## config.mk

```make
export PLATFORM = sky130hd
export DESIGN_NAME = wdb_access_sched
export DESIGN_NICKNAME = d
export VERILOG_FILES = /design/src/rtl/wdb_access_sched.sv
export SDC_FILE = /design/constraint.sdc
export NUM_CORES = 1
export LEC_CHECK = 0
export ABC_CLOCK_PERIOD_IN_PS = 4250
export CAP_MARGIN = 0
export CORE_MARGIN = 5
export CORE_UTILIZATION = 35
export CTS_BUF_LIST = sky130_fd_sc_hd__clkbuf_4
export DETAILED_ROUTE_END_ITERATION = 16
export DONT_BUFFER_PORTS = 1
export HOLD_SLACK_MARGIN = 0.08
export PLACE_DENSITY = 0.57
export SYNTH_ARGS = -nofsm -noshare
export SYNTH_HDL_FRONTEND = slang
export SYNTH_SLANG_ARGS = --single-unit
```

## constraint.sdc

```tcl
create_clock -name clk -period 4.25 [get_ports clk]
set_clock_uncertainty 0.1 [all_clocks]
set_input_delay 0.85 -clock clk [delete_from_list [all_inputs] [get_ports clk]]
set_output_delay 0.85 -clock clk [all_outputs]
set_load 0.05 [all_outputs]
```

## src/rtl/wdb_access_sched.sv

```systemverilog
// WDB SRAM port scheduler: drain request queue, read/fill arbitration
// with fill anti-starvation, and per-entry occupancy tracking.
module wdb_access_sched #(
  parameter  int ENTRY_NUM  = 32,
  parameter  int TAG_W      = 6,
  parameter  int RQ_DEPTH   = 4,
  parameter  int STARVE_MAX = 4,
  localparam int ID_W       = $clog2(ENTRY_NUM)
) (
  input  logic                 clk,
  input  logic                 rst_n,
  input  logic                 fill_vld_i,
  input  logic [ID_W-1:0]      fill_id_i,
  output logic                 fill_rdy_o,
  input  logic                 drain_vld_i,
  input  logic [ID_W-1:0]      drain_id_i,
  input  logic [TAG_W-1:0]     drain_tag_i,
  output logic                 drain_rdy_o,
  output logic                 mem_en_o,
  output logic                 mem_wr_en_o,
  output logic [ID_W-1:0]      mem_addr_o,
  output logic                 rd_vld_o,
  output logic [ID_W-1:0]      rd_id_o,
  output logic [TAG_W-1:0]     rd_tag_o,
  output logic [ENTRY_NUM-1:0] entry_full_o,
  output logic [ID_W:0]        free_cnt_o
);

  localparam int PW = $clog2(RQ_DEPTH);
  localparam int SW = $clog2(STARVE_MAX + 1);

  logic [ID_W-1:0]      qid_q  [RQ_DEPTH];
  logic [TAG_W-1:0]     qtag_q [RQ_DEPTH];
  logic [PW:0]          wptr_q, rptr_q;
  logic [SW-1:0]        starve_q, starve_d;
  logic [ENTRY_NUM-1:0] full_q, full_d;
  logic [ID_W:0]        free_q, free_d;
  logic                 rd_vld_q;
  logic [ID_W-1:0]      rd_id_q;
  logic [TAG_W-1:0]     rd_tag_q;

  logic            q_empty, q_full, push;
  logic [ID_W-1:0] head_id;
  logic [TAG_W-1:0] head_tag;
  logic            rd_elig, fill_elig;
  logic            fill_gnt, rd_gnt;

  assign q_empty  = (wptr_q == rptr_q);
  assign q_full   = ((wptr_q - rptr_q) == (PW+1)'(RQ_DEPTH));
  assign head_id  = qid_q[rptr_q[PW-1:0]];
  assign head_tag = qtag_q[rptr_q[PW-1:0]];
  assign push     = drain_vld_i && !q_full;

  assign rd_elig   = !q_empty && full_q[head_id];
  assign fill_elig = rst_n && fill_vld_i && !full_q[fill_id_i];

  // Starved fill takes priority over reads; otherwise reads first.
  assign fill_gnt = fill_elig &&
                    (starve_q == SW'(STARVE_MAX) || !rd_elig);
  assign rd_gnt   = rst_n && rd_elig && !fill_gnt;

  assign fill_rdy_o   = fill_gnt;
  assign drain_rdy_o  = !q_full;
  assign mem_en_o     = fill_gnt || rd_gnt;
  assign mem_wr_en_o  = fill_gnt;
  assign mem_addr_o   = fill_gnt ? fill_id_i : head_id;
  assign rd_vld_o     = rd_vld_q;
  assign rd_id_o      = rd_id_q;
  assign rd_tag_o     = rd_tag_q;
  assign entry_full_o = full_q;
  assign free_cnt_o   = free_q;

  always_comb begin
    starve_d = starve_q;
    if (!fill_vld_i || fill_gnt)
      starve_d = '0;
    else if (fill_elig && rd_gnt &&
             starve_q != SW'(STARVE_MAX))
      starve_d = starve_q + SW'(1);
  end

  always_comb begin
    full_d = full_q;
    if (fill_gnt) full_d[fill_id_i] = 1'b1;
    if (rd_gnt)   full_d[head_id]   = 1'b0;
    free_d = free_q - (ID_W+1)'(fill_gnt)
                    + (ID_W+1)'(rd_gnt);
  end

  always_ff @(posedge clk or negedge rst_n) begin
    if (!rst_n) begin
      wptr_q   <= '0;
      rptr_q   <= '0;
      starve_q <= '0;
      full_q   <= '0;
      free_q   <= (ID_W+1)'(ENTRY_NUM);
      rd_vld_q <= 1'b0;
      rd_id_q  <= '0;
      rd_tag_q <= '0;
      for (int i = 0; i < RQ_DEPTH; i++) begin
        qid_q[i]  <= '0;
        qtag_q[i] <= '0;
      end
    end else begin
      starve_q <= starve_d;
      full_q   <= full_d;
      free_q   <= free_d;
      rd_vld_q <= rd_gnt;
      if (push) begin
        qid_q[wptr_q[PW-1:0]]  <= drain_id_i;
        qtag_q[wptr_q[PW-1:0]] <= drain_tag_i;
        wptr_q <= wptr_q + (PW+1)'(1);
      end
      if (rd_gnt) begin
        rptr_q   <= rptr_q + (PW+1)'(1);
        rd_id_q  <= head_id;
        rd_tag_q <= head_tag;
      end
    end
  end

endmodule

```

# Word-level counts from Yosys, hierarchy flattened
# Cells that the tools add are included.
# op_classes
n_addsub	6
order_cmp	7
eq_ne	4
muxes	25
bitwise	5
reduce_logical	22
# ops
op	n
32-bit two-way mux	2
32-bit bitwise AND	1
32-bit NOT	1
32-bit bitwise OR	1
24-bit bitwise mux	1
20-bit bitwise mux	1
5-bit two-way mux	4
6-bit two-way mux	3
6-bit binary-select mux with 2-bit select	1
6-bit demux with 2-bit select	1
1-bit logical AND	12
5-bit by 6-bit less-than comparator with 1-bit output (second input constant)	2
1-bit binary-select mux with 5-bit select	2
5-bit binary-select mux with 2-bit select	1
1-bit demux with 5-bit select	2
5-bit demux with 2-bit select	1
5-bit by 1-bit >= comparator with 1-bit output (second input constant)	2
3-bit by 1-bit adder with 3-bit output (second input constant)	3
6-bit by 1-bit adder with 6-bit output	1
3-bit equality test (second input constant)	2
3-bit >= comparator (second input constant)	2
1-bit logical NOT	6
3-bit two-way mux	2
2-bit NOT with 3-bit output	2
8 further kinds	13
# word_totals
reg_bits	103
in_bits	20
output_inout_bits	59
elab_cells	85

# Longest topological paths before layout
# depth
depth_word	16
depth_mapped	18
ltp_nobuf	14

# Least setup slack after synthesis
# Ideal clock, no wire load.
# synth_timing
path_type	flip-flop to output port
start	register rptr_q[0]
end	output port mem_addr_o[0]
arrival_time_ps	3309
setup_slack_ps	-9
stages_incl_launch_ff	12
path_buffers	4
cell_sequence	dfrtp_1 buf_6 mux4_2 buf_6 buf_6 mux2i_1 nand2_1 a21oi_1 nor3_1 clkbuf_1 a21oi_2 mux2_2
# synth_between
elab_chain_cells	11
# synth_rtl
item	line_no	rtl
start, declared	34	logic [PW:0] wptr_q, rptr_q;
start signal, assigned	115	rptr_q <= rptr_q + (PW+1)'(1);
2-bit NOT with 3-bit output (implied by the code)	50	assign head_id = qid_q[rptr_q[PW-1:0]];
5-bit binary-select mux with 2-bit select	50	
5-bit two-way mux (implied by the code) (2 in series)	50	
1-bit binary-select mux with 5-bit select	54	assign rd_elig = !q_empty && full_q[head_id];
1-bit two-way mux (implied by the code)	54	
1-bit logical AND *	54	
1-bit logical NOT *	59	(starve_q == SW'(STARVE_MAX) || !rd_elig);
1-bit logical OR *	59	
1-bit logical AND *	58	assign fill_gnt = fill_elig &&
net fill_rdy_o	14	output logic fill_rdy_o,
5-bit two-way mux *	66	assign mem_addr_o = fill_gnt ? fill_id_i : head_id;
end, declared	21	output logic [ID_W-1:0] mem_addr_o,
# The timed path passes the listed nets; every way through them passes the cells marked *. The select of a mux whose other input is x is not followed.

# Final worst setup path
# layout_timing
start	register rptr_q[0]
end	output port mem_en_o
# layout_between
elab_chain_cells	13
# layout_rtl
item	line_no	rtl
2-bit NOT with 3-bit output (implied by the code)	50	
5-bit binary-select mux with 2-bit select	50	
5-bit two-way mux (implied by the code) (2 in series)	50	
1-bit binary-select mux with 5-bit select	54	
1-bit two-way mux (implied by the code)	54	
1-bit logical AND *	54	
1-bit logical NOT	59	
1-bit logical OR	59	
1-bit logical AND	58	
1-bit logical NOT	60	assign rd_gnt = rst_n && rd_elig && !fill_gnt;
1-bit logical AND	60	
1-bit logical OR *	64	assign mem_en_o = fill_gnt || rd_gnt;
end, declared	19	output logic mem_en_o,
# Mark *: on every way between the ends. The rest lies on a longest branch, timed or not. The select of a mux whose other input is x is not followed.

==> results by stage <==
Outcome:
- The run finished with clean final reports.

Routing:
- The sum of routed wire length over all layers is about 15 mm.
- The final antenna-violating net count is 0.
- The first routing iteration left approximately 260 violations.
- The average vias per placed instance is slightly below 6.
- The total via count in the routed design is between 3000 and 4000.
- Dividing the detail-routed wire length by the instance count gives around 23 µm.
- The first TritonRoute pass finished after 5 iterations.
- In the routed design, unresolved DRC markers number 0.

GRT:
- The maximum number of pins on one net before global-route repair is 104.
- The via count of the first global-routing pass was 4204.
- The number of antenna violations at the first check in global routing is 1.
- The first global-routing pass estimated approximately 24 mm of wire.
- Across every metal layer, demand over resource in global routing totals 0.171.
- The remaining global-route overflow is 0.

Floorplanning:
- The height of the chip is about 140 µm.
- The die covers 18700 µm².
- During I/O placement, the number of pins put on the boundary was between 70 and 80.
- The initial cell density of the core is 0.356.
- The core area is approximately 16000 µm².
- Row generation in the floorplan step produced 46 rows.
- Measured along the x axis, the die boundary spans between 100 and 150 µm.

Setup path:
- Measured in cells, the most critical reg-to-reg path has a length of 17.
- The critical path launch point type is a flip-flop.
- The worst reg2reg path startpoint is rptr_q[0].
- The setup slack of the worst register-to-register path is 0.54 ns.
- The critical-path maximum fanout is 9.
- The capture instance of the worst register-to-register path is free_cnt_o[5].
- STA classifies the critical path endpoint as an output pin.
- The required time of the critical path is between 3 and 4 ns.
- The setup path with the least slack is of type flip-flop to output pin.
- The arrival time at the worst endpoint is approximately 3.2 ns.

Synthesis:
- After synthesis, the netlist uses 48 different library cells.
- Of all cell types, the one taking the most synthesized area is dfrtp_1.
- The net count after synthesis is roughly 480.
- The share of synthesized area in the top cell type comes to 0.453.
- Ranked by total cell area, the synthesized netlist is headed by dfrtp_1 (45%), mux2_2 (11%), mux4_2 (7.2%), o32a_1 (5.7%), a2111oi_0 (4.0%).
- Of the total synthesized cell area, the portion taken by full adders, half adders and majority gates is 0.0346.
- The share of cell area taken by muxes after synthesis is 0.239.
- Of all flip-flops after synthesis, the portion carrying an async set or reset was 1.00.
- After synthesis, the largest family of logic cells by area is multiplexers.
- In the synthesized netlist the dominant register cell turns out to be dfrtp_1.
- The cell area after technology mapping is 5640 µm².
- The simple logic cell fraction of the synthesized area is 0.0655.
- The synthesized-area fraction occupied by xor and xnor cells is 0.0171.
- The total of warnings raised by yosys is 0.
- After synthesis the netlist holds a flip-flop and latch count of 103.
- The gate count of the mapped netlist is around 440.
- The compound-gate portion of the synthesized area is 0.140.
- The sequential-to-total area share from yosys stat is 0.457.
- The number of flops mapped to enable cells by yosys is 0.
- Dividing the synthesized area by the synthesized cell count gives ~13 µm².

Clock tree:
- TritonCTS built the clock tree.
- The maximum count of clock buffers along a single path is 2.
- The number of levels the H-tree was split into is 3.
- The buffer cell driving the clock tree root is clkbuf_4.
- The worst-skew pair later-pin latency is ~0.49 ns.
- The number of clock sinks is approximately 100.
- The number of buffers created by CTS is 9.
- The clock-pin slew reported for the worst setup and hold paths after clock tree synthesis is about 0.15 ns.

Timing:
- The slew at the pin with the worst max-slew slack is between 0.6 and 0.7 ns.
- Setup violations remaining at the end of the flow were counted as 0.
- In this run the tightest slew margin relative to its limit is 0.549.
- The minimum clock period after layout is a little over 4 ns.
- Based on the critical path, the design can be clocked at up to 241 MHz.
- The number of slew-limit violations in the final report is 0.
- The number of failing hold endpoints at the final stage is 0.
- Summed over all failing endpoints, the final setup total negative slack is 0 ns.
- In the finished design, the share of the clock period the worst path needs comes to 0.978.
- Setup repair after global routing could not meet its margin everywhere.

Layout:
- Compared with the post-synthesis result, the final layout area differs by 11.2%.
- The net count of the finished layout is 489.
- The share of final-layout standard cells stronger than drive strength 1 is 0.318.
- Fill cells in the final layout number around 1500.
- Once layout is done, the placed cells without fillers occupy 6270 µm².

Place:
- The routability congestion estimate from global placement is about 0.85.
- The number of buffers inserted by port buffering is 0.
- The post-DP HPWL is a little over 10 mm.
- Summing all placed instances gives a cell area of 5890 µm².

Job:
- Max-cap violations in this run came to 0.

Worst hold path:
- The min-delay analysis places its worst path in the category primary input to asynchronous set/reset pin.
[synth_stat cells (2+ instances only)]
library cell  count
and2_1            3
nand2_1          19
or3_1            11
or2_2             4
a21o_1            4
mux4_2           18
a2111oi_0        26
nand2b_1         10
mux2_2           55
xnor2_1          11
o21ai_0           3
mux4_1            2
clkbuf_1         18
buf_2             3
nand3_1           4
mux2i_1          20
nor2b_1           4
nor3_1            2
o21bai_1          2
dfrtp_1         102
a32oi_1           2
inv_1            17
a21oi_1          12
nor2_1            4
buf_1             4
nand3b_1          3
buf_4             2
mux2_1            6
buf_6             8
o22ai_1           2
o32a_1           32
ha_1             14
[metal layers]
| layer | track usage | wire, µm |
|---|---|---|
| met1 | 0.205 | 5960 |
| met4 | 0.0621 | 437 |
| met3 | 0.0607 | 1300 |
| met5 | 0 | 0 |
| met2 | 0.282 | 7660 |
[state kept, by name, indices dropped and copies added (netlist names)]
name / cells
entry_full_o: 32
free_cnt_o: 6
qid_q: 20
qtag_q: 24
rd_id_o: 5
rd_tag_o: 6
rd_vld_o: 1
rptr_q: 3
starve_q: 3
wptr_q: 3
[stage by stage]
step	std cells	setup slack, ns	hold WS (ns)	utilization
global placement	642	0.296	0.381	0.372
detailed placement	642	0.269	0.383	0.372
CTS	673	0.00774	0.157	0.393
floorplan	443	0.248	0.365	-
global route	676	-0.0799	0.176	0.396
finish	676	0.0933	0.169	0.396
[area by class of cell]
class / instances / area (µm²) / share of cell area
Clock inverter: 6 / 42.5 / 0.00679
Inverter: 17 / 63.8 / 0.0102
Tap cell: 216 / 270 / 0.0431
Multi-Input combinational cell: 288 / 2880 / 0.459
Sequential cell: 103 / 2580 / 0.411
Timing Repair Buffer: 35 / 357 / 0.0569
Clock buffer: 10 / 75.1 / 0.0120
Antenna cell: 1 / 2.50 / 0.000399
[worst max-delay path by stage]
stage | startpoint | endpoint
3_3_place_gp | rptr_q[0] | mem_addr_o[1]
6_report | rptr_q[0] | mem_en_o
4_1_cts | rptr_q[0] | mem_en_o
2_1_floorplan | rptr_q[0] | mem_addr_o[0]
3_5_place_dp | rptr_q[0] | free_cnt_o[4]
5_1_grt | rptr_q[0] | mem_en_o
[what timing repair did]
item                                   CTS  global route
resized for setup                       17             8
pin swaps                                3             6
buffers inserted                        13             3
endpoints found under the hold margin  103             0
hold buffers                             1             0
cloned                                   1             0
setup endpoints to repair                8             7
[placed cells by master (no fill, tap or decap), types with 4 or more instances in the layout]
cell type  instances
dfrtp_1          102
mux2_2            50
o32a_1            32
a2111oi_0         26
buf_4             22
mux4_2            20
mux2i_1           20
nand2_1           18
inv_1             16
ha_1              14
a21oi_1           11
xnor2_1           11
or3_1             10
clkbuf_4          10
nand2b_1           8
buf_6              7
mux2_1             6
mux2_4             5
nor2_1             4
nand3_1            4
nor2b_1            4
a21o_1             4
or2_2              4
buf_12             4
[worst max-delay path: stages, from the launching register on]
cell and delay, ns:
dfrtp_1 0.41, buf_6 0.15, mux4_2 0.56, buf_6 0.17
or2_0 0.23, o221ai_2 0.16, a21oi_2 0.07, nor3_4 0.26
a21oi_4 0.11, buf_6 0.14, buf_6 0.11, a21o_1 0.18
buf_12 0.15
[kinds of logic (layout without fill, tap and decap cells)]
logic type                 after synthesis  count (layout)
buffers and inverters                   52              68
muxes                                  101             101
AOI/OAI and AO/OA                       93              93
xor gates and xnor gates                11              11
adders and majority gates               15              15
and+or+nand+nor                         68              68
DFF                                    103             103
other                                    0               1
Power is left out: the tool's default activity adds up to more than one toggle a clock period on the data nets, which glitch-free logic cannot reach.
